--- config.mk ---
export PLATFORM = sky130hd
export DESIGN_NAME = mem_arbiter_flat
export DESIGN_NICKNAME = d
export VERILOG_FILES = /design/src/rtl/mem_arbiter_if.sv /design/src/rtl/mem_arbiter.sv /design/src/flat_wrapper.sv
export SDC_FILE = /design/constraint.sdc
export NUM_CORES = 1
export LEC_CHECK = 0
export CAP_MARGIN = 10
export CELL_PAD_IN_SITES_DETAIL_PLACEMENT = 0
export CELL_PAD_IN_SITES_GLOBAL_PLACEMENT = 2
export CORE_ASPECT_RATIO = 1.5
export CORE_MARGIN = 8
export CORE_UTILIZATION = 10
export DETAILED_ROUTE_END_ITERATION = 16
export MAX_ROUTING_LAYER = met4
export PLACE_DENSITY_LB_ADDON = 0.1
export RECOVER_POWER = 50
export SYNTH_ARGS = -nofsm -noshare
export SYNTH_HDL_FRONTEND = slang
export SYNTH_SLANG_ARGS = --single-unit
--- constraint.sdc ---
create_clock -name clock -period 2.5 [get_ports clock]
set_input_delay 0.625 -clock clock [delete_from_list [all_inputs] [get_ports clock]]
set_output_delay 0.625 -clock clock [all_outputs]
set_load 0.02 [all_outputs]
--- src/rtl/mem_arbiter_if.sv ---
// Bus bundle between the core-side requesters (IF, LS), the arbiter and the
// word-addressed data RAM. The arbiter takes the slave view; the environment
// (core plus RAM) takes the master view.
interface mem_arbiter_if #(
  parameter int AW = 32
);
  // Instruction fetch requester
  logic          if_req;
  logic [AW-1:0] if_addr;
  logic          if_gnt;
  logic          if_rvalid;
  logic [31:0]   if_rdata;
  logic          if_err;

  // Load/store requester
  logic          ls_req;
  logic          ls_we;
  logic [AW-1:0] ls_addr;
  logic [3:0]    ls_be;
  logic [31:0]   ls_wdata;
  logic          ls_gnt;
  logic          ls_rvalid;
  logic [31:0]   ls_rdata;
  logic          ls_err;

  // Single-port RAM
  logic [31:0]   ram_address;
  logic [3:0]    ram_byteena;
  logic [31:0]   ram_data;
  logic          ram_wren;
  logic [31:0]   ram_q;

  modport slave (
    input  if_req, if_addr,
    output if_gnt, if_rvalid, if_rdata, if_err,
    input  ls_req, ls_we, ls_addr, ls_be, ls_wdata,
    output ls_gnt, ls_rvalid, ls_rdata, ls_err,
    output ram_address, ram_byteena, ram_data, ram_wren,
    input  ram_q
  );

  modport master (
    output if_req, if_addr,
    input  if_gnt, if_rvalid, if_rdata, if_err,
    output ls_req, ls_we, ls_addr, ls_be, ls_wdata,
    input  ls_gnt, ls_rvalid, ls_rdata, ls_err,
    input  ram_address, ram_byteena, ram_data, ram_wren,
    output ram_q
  );
endinterface

--- src/rtl/mem_arbiter.sv ---
// Round-robin arbiter sharing one single-port data RAM between instruction
// fetch and load/store. Grants are combinational, one access is issued per
// cycle, and the response returns to its owner one cycle later. Accesses
// beyond the RAM depth are granted but never reach the RAM; they come back
// flagged with err.
module mem_arbiter #(
  parameter int DEPTH_WORDS = 8,
  parameter int AW          = 32
) (
  input logic          clock,
  input logic          reset,
  mem_arbiter_if.slave bus
);

  typedef enum logic {
    OWN_IF = 1'b0,
    OWN_LS = 1'b1
  } owner_t;

  // Arbitration state: which requester won the most recent grant
  owner_t      rr_last;

  // One-deep response tracker for the access issued last cycle
  logic        rsp_valid;
  owner_t      rsp_owner;
  logic        rsp_err;
  logic        rsp_write;
  logic [3:0]  rsp_be;

  // Decoded request fields
  logic [31:0] if_word;
  logic [31:0] ls_word;
  logic        if_oor;
  logic        ls_oor;
  logic        unused_addr_lsbs;

  // Grant and issue signals
  logic        if_gnt;
  logic        ls_gnt;
  logic [31:0] ram_address;
  logic [3:0]  ram_byteena;
  logic [31:0] ram_data;
  logic        ram_wren;
  logic        issue_err;
  logic        issue_write;
  logic [3:0]  issue_be;

  // Response signals
  logic        rsp_live;
  logic [31:0] lane_mask;
  logic [31:0] rsp_data;
  logic        if_rvalid;
  logic        ls_rvalid;
  logic [31:0] if_rdata;
  logic [31:0] ls_rdata;
  logic        if_err;
  logic        ls_err;

  // Byte addresses become word indices; the low two bits select nothing.
  assign if_word          = 32'(bus.if_addr[AW-1:2]);
  assign ls_word          = 32'(bus.ls_addr[AW-1:2]);
  assign if_oor           = (if_word >= 32'(DEPTH_WORDS));
  assign ls_oor           = (ls_word >= 32'(DEPTH_WORDS));
  assign unused_addr_lsbs = ^{bus.if_addr[1:0], bus.ls_addr[1:0]};

  // Grant: a lone requester wins; on contention the one that did not win last.
  always_comb begin
    // NOTE: every output of a combinational block gets a default first, so no
    // path leaves a signal unassigned and no latch is inferred.
    if_gnt = 1'b0;
    ls_gnt = 1'b0;
    if (!reset) begin
      if (bus.if_req && (!bus.ls_req || rr_last == OWN_LS)) begin
        if_gnt = 1'b1;
      end else if (bus.ls_req) begin
        ls_gnt = 1'b1;
      end
    end
  end

  // Issue: drive the RAM for the granted access; out-of-range accesses and
  // idle cycles leave byteena and wren low so the RAM sees nothing.
  always_comb begin
    ram_address = '0;
    ram_byteena = 4'h0;
    ram_data    = '0;
    ram_wren    = 1'b0;
    issue_err   = 1'b0;
    issue_write = 1'b0;
    issue_be    = 4'h0;
    if (if_gnt) begin
      ram_address = if_word;
      issue_err   = if_oor;
      if (!if_oor) begin
        ram_byteena = 4'hF;
        issue_be    = 4'hF;
      end
    end else if (ls_gnt) begin
      ram_address = ls_word;
      issue_err   = ls_oor;
      issue_write = bus.ls_we;
      if (!ls_oor) begin
        ram_byteena = bus.ls_be;
        if (bus.ls_we) begin
          ram_wren = 1'b1;
          ram_data = bus.ls_wdata;
        end else begin
          issue_be = bus.ls_be;
        end
      end
    end
  end

  // Arbitration and response-tracking registers.
  always_ff @(posedge clock) begin
    // NOTE: state registers use non-blocking assignments so every flop samples
    // the pre-edge values regardless of statement order.
    if (reset) begin
      rr_last   <= OWN_LS;
      rsp_valid <= 1'b0;
      rsp_owner <= OWN_IF;
      rsp_err   <= 1'b0;
      rsp_write <= 1'b0;
      rsp_be    <= 4'h0;
    end else begin
      if (if_gnt) begin
        rr_last <= OWN_IF;
      end else if (ls_gnt) begin
        rr_last <= OWN_LS;
      end
      rsp_valid <= if_gnt || ls_gnt;
      rsp_owner <= ls_gnt ? OWN_LS : OWN_IF;
      rsp_err   <= issue_err;
      rsp_write <= issue_write;
      rsp_be    <= issue_be;
    end
  end

  // Response: route RAM data to the owner, zeroing unrequested lanes. A reset
  // arriving in the response cycle swallows the response.
  always_comb begin
    rsp_live  = rsp_valid && !reset;
    lane_mask = {{8{rsp_be[3]}}, {8{rsp_be[2]}}, {8{rsp_be[1]}}, {8{rsp_be[0]}}};
    rsp_data  = (rsp_err || rsp_write) ? 32'h0 : (bus.ram_q & lane_mask);
    if_rvalid = rsp_live && (rsp_owner == OWN_IF);
    ls_rvalid = rsp_live && (rsp_owner == OWN_LS);
    if_err    = if_rvalid && rsp_err;
    ls_err    = ls_rvalid && rsp_err;
    if_rdata  = if_rvalid ? rsp_data : 32'h0;
    ls_rdata  = ls_rvalid ? rsp_data : 32'h0;
  end

  assign bus.if_gnt      = if_gnt;
  assign bus.ls_gnt      = ls_gnt;
  assign bus.if_rvalid   = if_rvalid;
  assign bus.ls_rvalid   = ls_rvalid;
  assign bus.if_rdata    = if_rdata;
  assign bus.ls_rdata    = ls_rdata;
  assign bus.if_err      = if_err;
  assign bus.ls_err      = ls_err;
  assign bus.ram_address = ram_address;
  assign bus.ram_byteena = ram_byteena;
  assign bus.ram_data    = ram_data;
  assign bus.ram_wren    = ram_wren;

endmodule

--- src/flat_wrapper.sv ---
// flat-port wrapper written by rule: the top's interface ports become plain ports
module mem_arbiter_flat 
#(
  parameter int DEPTH_WORDS = 8,
  parameter int AW          = 32
)
  (clock, reset, bus_if_req, bus_if_addr, bus_if_gnt, bus_if_rvalid, bus_if_rdata, bus_if_err, bus_ls_req, bus_ls_we, bus_ls_addr, bus_ls_be, bus_ls_wdata, bus_ls_gnt, bus_ls_rvalid, bus_ls_rdata, bus_ls_err, bus_ram_address, bus_ram_byteena, bus_ram_data, bus_ram_wren, bus_ram_q);
  mem_arbiter_if #(.AW(AW)) bus_i ();
  input logic clock;
  input logic reset;
  input wire logic [$bits(bus_i.if_req)-1:0] bus_if_req;
  input wire logic [$bits(bus_i.if_addr)-1:0] bus_if_addr;
  output wire logic [$bits(bus_i.if_gnt)-1:0] bus_if_gnt;
  output wire logic [$bits(bus_i.if_rvalid)-1:0] bus_if_rvalid;
  output wire logic [$bits(bus_i.if_rdata)-1:0] bus_if_rdata;
  output wire logic [$bits(bus_i.if_err)-1:0] bus_if_err;
  input wire logic [$bits(bus_i.ls_req)-1:0] bus_ls_req;
  input wire logic [$bits(bus_i.ls_we)-1:0] bus_ls_we;
  input wire logic [$bits(bus_i.ls_addr)-1:0] bus_ls_addr;
  input wire logic [$bits(bus_i.ls_be)-1:0] bus_ls_be;
  input wire logic [$bits(bus_i.ls_wdata)-1:0] bus_ls_wdata;
  output wire logic [$bits(bus_i.ls_gnt)-1:0] bus_ls_gnt;
  output wire logic [$bits(bus_i.ls_rvalid)-1:0] bus_ls_rvalid;
  output wire logic [$bits(bus_i.ls_rdata)-1:0] bus_ls_rdata;
  output wire logic [$bits(bus_i.ls_err)-1:0] bus_ls_err;
  output wire logic [$bits(bus_i.ram_address)-1:0] bus_ram_address;
  output wire logic [$bits(bus_i.ram_byteena)-1:0] bus_ram_byteena;
  output wire logic [$bits(bus_i.ram_data)-1:0] bus_ram_data;
  output wire logic [$bits(bus_i.ram_wren)-1:0] bus_ram_wren;
  input wire logic [$bits(bus_i.ram_q)-1:0] bus_ram_q;
  assign bus_i.if_req = bus_if_req;
  assign bus_i.if_addr = bus_if_addr;
  assign bus_if_gnt = bus_i.if_gnt;
  assign bus_if_rvalid = bus_i.if_rvalid;
  assign bus_if_rdata = bus_i.if_rdata;
  assign bus_if_err = bus_i.if_err;
  assign bus_i.ls_req = bus_ls_req;
  assign bus_i.ls_we = bus_ls_we;
  assign bus_i.ls_addr = bus_ls_addr;
  assign bus_i.ls_be = bus_ls_be;
  assign bus_i.ls_wdata = bus_ls_wdata;
  assign bus_ls_gnt = bus_i.ls_gnt;
  assign bus_ls_rvalid = bus_i.ls_rvalid;
  assign bus_ls_rdata = bus_i.ls_rdata;
  assign bus_ls_err = bus_i.ls_err;
  assign bus_ram_address = bus_i.ram_address;
  assign bus_ram_byteena = bus_i.ram_byteena;
  assign bus_ram_data = bus_i.ram_data;
  assign bus_ram_wren = bus_i.ram_wren;
  assign bus_i.ram_q = bus_ram_q;
  mem_arbiter #(.DEPTH_WORDS(DEPTH_WORDS), .AW(AW)) u_core (.clock(clock), .reset(reset), .bus(bus_i));
endmodule
# Yosys cells after proc, flatten, opt, wreduce, memory -nomap -nowiden
# Cells that the tools add are included.
# totals
elab_cells,55
out_inout_bits,139
inputBits,137
reg_bits,9
# op_classes
n_reduce_logical,13
magnitude_cmp,2
bitwise,3
mux,31
# ops
cell,n
32-bit 2-to-1 mux,8
"30-bit by 4-bit >= comparator with 1-bit output, second input constant",2
32-bit AND,1
4-bit 2-to-1 mux,8
30-bit 2-to-1 mux,1
1-bit 2-to-1 mux,14
1-bit logical AND,6
1-bit logical OR,3
3-bit OR reduction,1
1-bit logical NOT,2
1-bit inverter,2
2-bit nonzero test,1

# Depth between registers and ports, before layout
# logic_depth
depth_word,7
mapped_depth,5
depth_no_buf,4

# Worst setup path before layout
# No wires, ideal clock.
# synth_timing
kind,in2out
from,input bus_ls_addr[6]
to,output bus_ram_data[22]
cell_stages,5
arrival_time_ps,1913
required_ps,1875
setup_slack_ps,-38
n_path_buf,1
cell_sequence,nor4_2 > nand4_2 > nor4_4 > buf_6 > and2_1
# synth_via
elab_chain_len,4
# synth_rtl
element,line_no,text
from (decl),flat_wrapper.sv:19,input wire logic [$bits(bus_i.ls_addr)-1:0] bus_ls_addr;
30-bit by 4-bit >= comparator with 1-bit output,mem_arbiter.sv:63,assign ls_oor = (ls_word >= 32'(DEPTH_WORDS));
32-bit 2-to-1 mux,mem_arbiter.sv:102,if (!ls_oor) begin
32-bit 2-to-1 mux,mem_arbiter.sv:98,end else if (ls_gnt) begin
32-bit 2-to-1 mux,mem_arbiter.sv:91,if (if_gnt) begin
to (decl),flat_wrapper.sv:28,output wire logic [$bits(bus_i.ram_data)-1:0] bus_ram_data;
# Every way passes these cells.

# Final worst setup path
# layout_timing
from,input bus_ls_addr[27]
to,output bus_ram_data[31]
# The elaborated chain is that of the path after synthesis.

==> results.md <==
- Status: complete, but fails checks
- Violated checks: negative setup slack
- Power per Cell Area: 176.2 nW/um^2
- Leading cell types in the layout, fill and taps excluded: buf_6, clkdlybuf4s50_1, and2_1
- Per-cell via count in the routed design: 3.874
- CP max FO: 7
- Crit path largest cell delay: 0.33 ns
- Final setup vio count: 67
- Synthesized area divided by synthesized cell count: 7.483 sq um
- Launch point of the worst reg-to-reg path: u_core.rr_last
- DRC violations left: 0
- Highest attainable clock frequency: 358.6 MHz
- Met1 track utilization from global routing: 11.81%
- Global-route layer with the greatest usage: met2
- Met2 GRT Util: 25.49%
- Area added between synthesis and finish: 252.3%
- Number of cell instances on the worst register-to-register path: 9
- Port-buffer cells: 269
- Reg clk slew, reported paths: 0.04 ns
- Worst-skew pair later-pin latency: 0.23 ns
- Worst vdd ir: 0.1575 mV
- Number of instances in the synthesized netlist: 208
- Estimated wirelength of the detail-placed design: 10820 um
- GRT Util Overall: 12.93%
- Post-Synth XOR/XNOR Area: 0%
- Worst path top cell family by delay: simple AND/OR/NAND/NOR gates
- Hold_buf cts: 0
- Startpoint types: input port
- Proportion of synthesized flip-flops having asynchronous set or reset: 0%
- Largest family of logic cells by synthesized area: simple AND/OR/NAND/NOR gates
- Initial core utilization: 10.10%
- Slowest stage cell, crit path: nor4_4
- Number of buffers added by the clock tree synthesis step: 3
- Warnings, synthesis: 0
- Final estimated routing congestion in global placement: 0.7237
- Number of antenna violations at the first check in global routing: 1
- Worst setup slack after layout: -0.2890 ns
- Count of distinct cell types in the synthesized netlist: 29
- Most common cell after layout, fill and taps aside: buf_6
- Cell area after synthesis: 1556 sq um
- Final nets: 696
- Die Ht: 168.8 um
- Total wirelength of the detailed-routed design: 13220 um
- Overall via count from detail_route: 2952
- TritonCTS clock tree: yes
- Number of DRC violations after detailed-routing iteration 0: 17
- EDFF count, synth: 0
- Fraction of synthesized area in multiplexers: 0%
- Largest net degree at the start of global routing: 17
- Critical path cell sequence: buf_6 > nor4_4 > nand4_4 > nor4_4 > buf_4 > buf_8 > buf_4 > and2_4 > buf_6
- Number of rows created at floorplan: 56
- Register-to-register setup slack: 0.72 ns
- Share of the synthesized area in compound gates (AO/OA/AOI/OAI): 22.03%
- Unrepaired setup endpoints after global routing: true
- Worst hold path depth: 3
- Required time of the worst setup path: 1.88 ns
- Num ports: 276
- Crit path kind: in2out
- Pre-antenna DRT Iters: 3
- Overflow left after global routing: 0
- H-tree Lvls: 1
- Leading register cell type out of synthesis: dfxtp_1
- Hold violation total from the final report: 0
- Total Die Area: 19900 sq um
- Launch instance of the worst min-delay path: u_core.rr_last
- CTS Root Buffer Type: clkbuf_16
- Num Clock Sinks: 9
- Endpoint with the worst hold slack: u_core.rr_last
- Horizontal die dimension: 117.9 um
- Routed len/inst: 17.35 um
- Core occupancy in the finished layout: 35.58%
- Final Max Tran Viols: 0
- Sequential fraction of the synthesis area: 11.58%
- CTS Buffer Depth: 2
- Final min period: 2.789 ns
- Min-Delay Path Class: reg2reg
- Leakage: 0.002694 uW
- Area inside the core boundary: 15410 sq um
- Proportion of layout cells with a drive suffix above 1: 57.71%
- Worst setup path startpoint: bus_ls_addr[27]
- Final antenna-violating net count: 0
- Skew final: 0.0003217 ns
- Max-Cap Viols: 0
- CP arrival: 2.16 ns
- Crit path buf inv count: 5
- Tcrit/Tclk final: 111.6%
- Capturing point of the worst reg2reg path: u_core.rsp_be[0]
- Grt met3 use: 4.135%
- Final total power: 966.3 uW
- Fraction of the mapped netlist area in simple logic gates: 60.85%
- Adder and majority cell fraction of the synthesized area: 0%
- Number of global-route vias before repair: 3423
- Yosys reg bits: 9
- Wire length of the first global-routing pass: 19660 um
- Capturing element type of the critical path: output pin
## sequential cells by signal (all words and copies together), names as in the netlist
| name | flops |
|---|---|
| u_core.rr_last | 1 |
| u_core.rsp_err | 1 |
| u_core.rsp_be | 4 |
| u_core.rsp_owner | 1 |
| u_core.rsp_valid | 1 |
| u_core.rsp_write | 1 |
## layer usage
| layer | up-vias | share of wire, % |
|---|---|---|
| li1 | 1450 | - |
| met1 | 1324 | 34 |
| met2 | 169 | 56 |
| met3 | 9 | 9.1 |
| met4 | 0 | 1.1 |
| met5 | - | 0 |
## power by group
group | leakage (uW) | total, uW | internal, uW | switching (uW)
clock | 0.0000382 | 280 | 213 | 66.7
combinational | 0.00258 | 534 | 324 | 211
sequential | 0.0000737 | 152 | 150 | 2.86
total | 0.00269 | 966 | 686 | 280
## worst register-to-register path, stage by stage, from the launching register on
cell	delay, ns
dfxtp_1	0.34
nand2_2	0.06
nand3b_1	0.11
clkbuf_1	0.31
nor4b_4	0.09
buf_4	0.17
buf_6	0.11
buf_4	0.12
buf_4	0.13
a31o_2	0.24
## cells in the mapped netlist (4+ instances only)
cell type | instances | share of area (%)
nor4_2 | 5 | 4.0
and2_1 | 98 | 39
and3_1 | 8 | 3.2
clkbuf_1 | 5 | 1.2
a21o_1 | 4 | 1.9
nor4_1 | 8 | 3.2
nor2_1 | 7 | 1.7
a22o_1 | 30 | 17
a31o_2 | 4 | 2.3
dfxtp_1 | 9 | 12
## kinds of logic after synthesis
family / count (synthesis)
compound gates: 41
buf+inv: 14
flops: 9
other cells: 1
simple gates: 143
## per-stage QoR
stage,hold slack (ns),setup TNS [ns],instances,instance area (sq um),setup WS [ns]
after floorplan,0.4815,0,209,1589,0.04273
after global placement,0.5160,-114.88,722,4890,-1.132
after detailed placement,0.5341,-115.54,722,4890,-1.133
after CTS,0.6270,-9.311,761,5483,-0.3521
after global routing,0.7094,-17.70,762,5484,-0.3650
final,0.6475,-12.68,762,5484,-0.2890
## layout make-up
| class | count | area [sq um] |
|---|---|---|
| fillers | 1668 | 9931 |
| repair buffers | 356 | 3343 |
| multi-input cells | 186 | 1602 |
| well taps | 203 | 254.0 |
| flip-flops and latches | 9 | 180.2 |
| clock buffers | 4 | 78.83 |
| inverters | 3 | 23.77 |
| diodes | 1 | 2.502 |
## worst max path at each step
stage	endpoint	slack (ns)	depth (start not counted)
5_1_grt	bus_ram_data[31]	-0.37	9
2_1_floorplan	bus_ram_address[20]	0.04	4
6_report	bus_ram_data[31]	-0.29	9
3_5_place_dp	bus_ram_byteena[3]	-1.13	7
3_3_place_gp	bus_ram_byteena[3]	-1.13	7
4_1_cts	bus_ram_data[31]	-0.35	11
## timing repair
item / in CTS / in global routing
resized for setup: 781 / 140
cloned: 7 / 2
endpoints found under the setup margin: 138 / 117
pin swaps: 51 / 37
setup buffers: 32 / 5
(Power assumes the default switching activity.)
